`src/rtl/gen_sec.sv`:
```
// Serial frame transmitter: sends SECUENCIA, the latched payload and SEC_REINICIO,
// MSB first, one bit per clock on a registered s_out, then pulses listo.
module gen_sec #(
  parameter logic [4:0] SECUENCIA    = 5'b10100,
  parameter logic [4:0] SEC_REINICIO = 5'b00000,
  parameter int         DATOS_W      = 8
) (
  input  logic               clk,
  input  logic               rst,
  input  logic               inicio,
  input  logic [DATOS_W-1:0] datos,
  output logic               s_out,
  output logic               ocupado,
  output logic               listo
);

  // Handshake: inicio is a level request; it is accepted on a rising edge only
  // while the state is INICIO (including the listo cycle) and never queued.
  // datos is sampled on that accepting edge and ignored at all other times.

  typedef enum logic [3:0] {
    INICIO    = 4'b0001,
    PREAMBULO = 4'b0010,
    DATOS     = 4'b0100,
    REINICIO  = 4'b1000
  } state_t;

  localparam logic [4:0] LAST_DATA = 5'(DATOS_W - 1);

  state_t             state_q, state_d;
  logic [4:0]         cnt_q, cnt_d;
  logic [DATOS_W-1:0] tx_q, tx_d;
  logic               s_out_d, ocupado_d, listo_d;
  logic [2:0]         pat_idx;

  always_comb begin
    state_d   = state_q;
    cnt_d     = cnt_q;
    tx_d      = tx_q;
    s_out_d   = 1'b0;
    ocupado_d = 1'b0;
    listo_d   = 1'b0;
    // Pattern bit for the next cycle: bit 4 goes out on field entry, so the
    // counter value c selects bit 3-c on the following edge.
    pat_idx   = 3'd3 - cnt_q[2:0];

    case (state_q)
      INICIO: begin
        if (inicio) begin
          state_d   = PREAMBULO;
          cnt_d     = 5'd0;
          tx_d      = datos;
          s_out_d   = SECUENCIA[4];
          ocupado_d = 1'b1;
        end
      end

      PREAMBULO: begin
        ocupado_d = 1'b1;
        if (cnt_q == 5'd4) begin
          state_d = DATOS;
          cnt_d   = 5'd0;
          s_out_d = tx_q[DATOS_W-1];
          tx_d    = tx_q << 1;
        end else begin
          cnt_d   = cnt_q + 5'd1;
          s_out_d = SECUENCIA[pat_idx];
        end
      end

      DATOS: begin
        ocupado_d = 1'b1;
        if (cnt_q == LAST_DATA) begin
          state_d = REINICIO;
          cnt_d   = 5'd0;
          s_out_d = SEC_REINICIO[4];
        end else begin
          cnt_d   = cnt_q + 5'd1;
          s_out_d = tx_q[DATOS_W-1];
          tx_d    = tx_q << 1;
        end
      end

      REINICIO: begin
        if (cnt_q == 5'd4) begin
          state_d = INICIO;
          cnt_d   = 5'd0;
          listo_d = 1'b1;
        end else begin
          ocupado_d = 1'b1;
          cnt_d     = cnt_q + 5'd1;
          s_out_d   = SEC_REINICIO[pat_idx];
        end
      end

      default: begin
        state_d = INICIO;
        cnt_d   = 5'd0;
        tx_d    = '0;
      end
    endcase
  end

  always_ff @(posedge clk) begin
    if (!rst) begin
      state_q <= INICIO;
      cnt_q   <= 5'd0;
      tx_q    <= '0;
      s_out   <= 1'b0;
      ocupado <= 1'b0;
      listo   <= 1'b0;
    end else begin
      state_q <= state_d;
      cnt_q   <= cnt_d;
      tx_q    <= tx_d;
      s_out   <= s_out_d;
      ocupado <= ocupado_d;
      listo   <= listo_d;
    end
  end

endmodule

```
`config.mk`:
```
export PLATFORM = sky130hd
export DESIGN_NAME = gen_sec
export DESIGN_NICKNAME = d
export VERILOG_FILES = /design/src/rtl/gen_sec.sv
export SDC_FILE = /design/constraint.sdc
export NUM_CORES = 1
export LEC_CHECK = 0
export CAP_MARGIN = 15
export CORE_UTILIZATION = 25
export DETAILED_ROUTE_END_ITERATION = 8
export PLACE_DENSITY = 0.53
export SYNTH_ARGS = -nofsm -noshare
export SYNTH_HDL_FRONTEND = slang
export SYNTH_SLANG_ARGS = --single-unit
```
`constraint.sdc`:
```
create_clock -name clk -period 2 [get_ports clk]
set_clock_uncertainty 0.1 [all_clocks]
set_input_delay 0.4 -clock clk [delete_from_list [all_inputs] [get_ports clk]]
set_output_delay 0.4 -clock clk [all_outputs]
set_load 0.01 [all_outputs]
```
==> Word level (Yosys, flattened, before mapping) <==
Memory sizes are Yosys's and may differ from the RTL's.
Cells that the tools add are included.
{ "classes": {"reduce_logical": 5, "n_mux": 23, "order_cmp": 1, "div_mod_pow": 0, "shift": 0, "bitwise": 1, "mul": 0, "eq_ne": 11, "n_addsub": 2} }
{ "op_table": {"columns": ["cell", "count"], "rows": [
  ["$pmux W8 S4", 1],
  ["$mux W8", 3],
  ["$mux W4", 4],
  ["$pmux W4 S4", 1],
  ["$mux W5", 3],
  ["$pmux W5 S3", 1],
  ["$eq A5 B3 Y1 const B", 2],
  ["$ne A2 B2 Y1 const B", 5],
  ["$mux W1", 8],
  ["$reduce_and A4 Y1", 2],
  ["$add A5 B1 Y5 const B", 1],
  ["$eq A4 B1 Y1 const B", 1],
  ["$eq A4 B2 Y1 const B", 1],
  ["$eq A4 B3 Y1 const B", 1],
  ["$eq A4 B4 Y1 const B", 1],
  ["$lt A3 B4 Y1 const B", 1],
  ["$pmux W1 S4", 1],
  ["$reduce_or A2 Y1", 2],
  ["$pmux W1 S3", 1],
  ["$sub A2 B3 Y3 const A", 1],
  ["$reduce_and A2 Y1", 1],
  ["$not A1 Y1", 1]
]} }
{ "totals": {"ramBits": 0, "latchBits": 0, "in_bits": 11, "word_cells": 51, "n_memories": 2, "reg_bits": 20, "romBits": 16, "out_inout_bits": 3} }
{ "mem_list": {"columns": ["memory", "words", "width", "read_ports", "rd_clocked_by_memory_dff", "wr", "line", "source"], "rows": [
  ["(no name shown)", 8, 1, 1, 0, 0, "92", "s_out_d = SEC_REINICIO[pat_idx];"],
  ["(no name shown)", 8, 1, 1, 0, 0, "67", "s_out_d = SECUENCIA[pat_idx];"]
]} }

==> Logic depth before layout (Yosys ltp) <==
{ "logic_depth": {"word_depth": 5, "ltp_mapped": 7, "ltp_nobuf": 6} }

==> Least setup slack after synthesis <==
OpenSTA, ideal clock, no wires.
{ "synth_timing": {"kind": "register to register", "start": "register cnt_q[0]", "end": "register tx_q[5]", "synth_period_minus_slack_ps": 1657, "setup_time_ps": 91, "path_stages_with_launch": 7, "path_slack_ps": 343, "required_ps": 1809, "arrival_ps": 1466, "n_path_buf": 1, "path_cell_list": "dfxtp_1 > ha_1 > and4bb_2 > a2bb2oi_2 > buf_6 > a21oi_1 > a311oi_1"} }
{ "synth_via": {"elab_chain_len": 3, "elab_cells_between_ends": 5, "classes_between": "4 x eq/ne; 1 x reduce/logical"} }
{ "synth_lines": {"columns": ["element", "line", "source"], "rows": [
  ["start: declaration", "31", "logic [4:0] cnt_q, cnt_d;"],
  ["start signal: assignment", "114", "cnt_q <= cnt_d;"],
  ["$eq A5 B3 Y1, on equally long branches", "73, 60", null],
  ["$ne A2 B2 Y1 (no source line)", null, null],
  ["$reduce_and A4 Y1 (no source line) (*)", null, null],
  ["end signal: assignment", "115", "tx_q <= tx_d;"],
  ["end: declaration", "32", "logic [DATOS_W-1:0] tx_q, tx_d;"]
]} }
Every way passes the cells marked *; elsewhere a longest branch is shown, timed or not.
A chain may end at the register's enable or synchronous reset.

==> Final worst setup path <==
{ "layout_timing": {"start": "register cnt_q[0]", "end": "register tx_q[1]"} }
The elaborated chain is that of the path after synthesis.

==> out/results.tsv <==
stage	metric	value	unit
die	initial core utilization	0.260	
placed_design	PortBufs	13	
final_layout	number of nets in the layout	159	
clocking	post-CTS setup buffer count	0	
timing	WHS	0.380	ns
job	max-cap violations	0	
die	Die ar.	4840	um^2
clocking	Clock Sinks	20	
worst_setup_path	crit path kind	flip-flop to flip-flop	
placed_design	gpl congestion	0.809	
clocking	hold_buf cts	0	
worst_setup_path	reg-to-reg startpoint	cnt_q[0]	
pwr	worst vdd ir	0.324	mV
yosys	Net Count, Synth	136	
final_layout	Filler cells	456	
global_routing	first-pass GRT wire length	4.75	mm
clocking	H-Tree Level Count	1	
die	# IOs	14	
drt	DRT antenna net count	0	
pwr	Pwr Density	650	nW/um^2
timing	RSZ-0062 raised after global routing	yes	
die	Site Rows	24	
yosys	Main synth FF type	dfxtp_1	
drt	vias	1023	
yosys	Synth area leader	dfxtp_1	
clocking	clk_lat worst skew	0.26	ns
worst_setup_path	CP Capture Type	flip-flop	
timing	minimum clock period	1.86	ns
run_status	outcome	completed	
timing	Fmax	537	MHz
timing	PnR worst setup slack	0.137	ns
clocking	Clock Tree Buf Depth	2	
clocking	Inserted Clock Buffers	3	
final_layout	ratio of cells with drive above 1 in the final layout	0.201	
drt	final WL	2.73	mm
global_routing	largest net degree at the start of global routing	16	
global_routing	vias in the first global route	1018	
drt	via/cell ratio	5.22	
timing	Final Hold Vio Count	0	
clocking	clock tree from TritonCTS	built	
die	Die Span Y	69.6	um
yosys	synthesized netlist cell count	122	
worst_setup_path	CP Max Fanout	15	
yosys	Post-Syn Area	1140	um^2
drt	DRT iter0 DRCs	40	
final_layout	Syn-to-layout area delta	26.6	%
final_layout	ant diodes	0	
global_routing	initial antenna violation count	0	
worst_hold_path	Worst Hold Class	flip-flop to flip-flop	
clocking	CTS root buf	clkbuf_8	
worst_hold_path	worst hold start	tx_q[7]	
clocking	CTS clk-pin slew, worst paths	0.07	ns
yosys	fraction of registers with async set/reset	0	
worst_setup_path	critical path arrival	1.93	ns
placed_design	HPWL after DPL	2.07	mm
die	core box area	4380	um^2
global_routing	gr ovfl total	0	
clocking	CTS resizes	1	
yosys	Synth area leaders	dfxtp_1 (35%), a311oi_1 (5.4%), a22oi_1 (5.3%)	
placed_design	Place WS	-0.00598	ns
drt	drt pass-1 iters	4	
global_routing	total global-route track usage	0.123	
yosys	EDFF count, synth	0	
yosys	Seq/Total Area, Yosys	0.351	
pwr	static leakage	0.522	nW
worst_setup_path	Critical Path RT	2.07	ns
timing	Setup violations, final	0	
yosys	Yosys cell types	44	
timing	Slew @ Worst Pin	0.409	ns
drt	DRC errors left	0	
yosys	Syn. warnings	0	
die	chip width	69.6	um
yosys	top-area cell type share of the netlist area	0.351	
worst_setup_path	element type at the critical path start	flip-flop	
worst_setup_path	Crit. Startpoint	cnt_q[0]	
yosys	flops & latches, synth	20	
timing	crit share post-route	0.932	
timing	Slew HR	0.726	
yosys	syn_area_per_cell	9.35	um^2
timing	Max Slew Vio Count	0	
drt	WL per Instance	13.9	um
## metrics by stage
stage               power, mW  TNS [ns]  instance area, um^2   util  instances
global route            0.994  -0.00226                 1450  0.330        196
floorplan               0.571         0                 1140      -        122
CTS                     0.949         0                 1430  0.327        196
global placement        0.629         0                 1370  0.312        192
detailed placement      0.632  -0.00598                 1370  0.312        192
finish                  0.940         0                 1450  0.330        196
## metal layers
metal	GRT usage	routed length, um	part of all wire	vias up
li1	-	-	-	516
met1	0.151	1280	0.47	484
met2	0.208	1320	0.49	18
met3	0.0174	61	0.022	5
met4	0.0635	60	0.022	0
met5	0	0	0	-
## logic make-up after synthesis
logic type	share of synthesized area
AO/OA/AOI/OAI	0.275
buffers and inverters	0.0789
flip-flops	0.351
XOR/XNOR	0.0154
adder cells (fa/ha/maj)	0.0329
AND/OR/NAND/NOR	0.247
## state kept, by name (all words and copies together), names as in the netlist
name and flops:
state_q 4, listo 1, s_out 1, ocupado 1, cnt_q 5, tx_q 8
## synthesized netlist by cell type, drive strengths merged (3+ instances only)
cell    number
dfxtp       20
a21oi       11
a22oi        8
nor2         8
a311oi       7
buf          7
inv          5
nand2        5
nor4b        4
o21ai        4
a31oi        3
ha           3
nand3        3
nor2b        3
nor3         3
or4b         3
## path summary, 6_finish.rpt
| path | to | slack (ns) | depth (start not counted) |
|---|---|---|---|
| worst min-delay path | s_out | 0.38 | 2 |
| worst min register to register | s_out | 0.38 | 2 |
| worst max register to register | tx_q[1] | 0.14 | 5 |
| worst max-delay path | tx_q[1] | 0.14 | 5 |
## worst max-delay path, cell delays in order, from the launching register on
cell and delay [ns]:
dfxtp_1 0.36, ha_1 0.26, and4bb_2 0.30, a2bb2oi_4 0.35
a21oi_1 0.12, a311oi_1 0.27
## power by group
group          internal [mW]  switching, mW  leakage (nW)  total, mW
logic                 0.0965         0.0807         0.330      0.177
clock network          0.175          0.136        0.0288      0.311
registers              0.426         0.0256         0.164      0.452
total                  0.698          0.242         0.522      0.940
## layout make-up
type                       count  area [um^2]  area share
clock buffer                   4         55.1      0.0381
inverter                       6         22.5      0.0156
multi-input combinational     88          672       0.465
sequential                    20          403       0.279
tap                           52         65.1      0.0450
timing repair buffer          26          228       0.158
## layout by cell type, fill, tap and decap left out, types with 2 or more instances in the layout
master and n:
a21oi_1 10, a22oi_1 8, a311oi_1 7, a31oi_1 3
and2_1 2, buf_4 13, clkbuf_8 4, clkdlybuf4s50_1 13
dfxtp_1 18, dfxtp_2 2, ha_1 3, inv_1 5
nand2_1 5, nand2b_1 2, nand3_1 3, nor2_1 8
nor2b_1 2, nor3_1 3, nor4b_4 2, o21ai_0 3
o2bb2ai_1 2, o31ai_1 2, or4b_2 2
No activity file was read; power rests on OpenSTA's default activity.
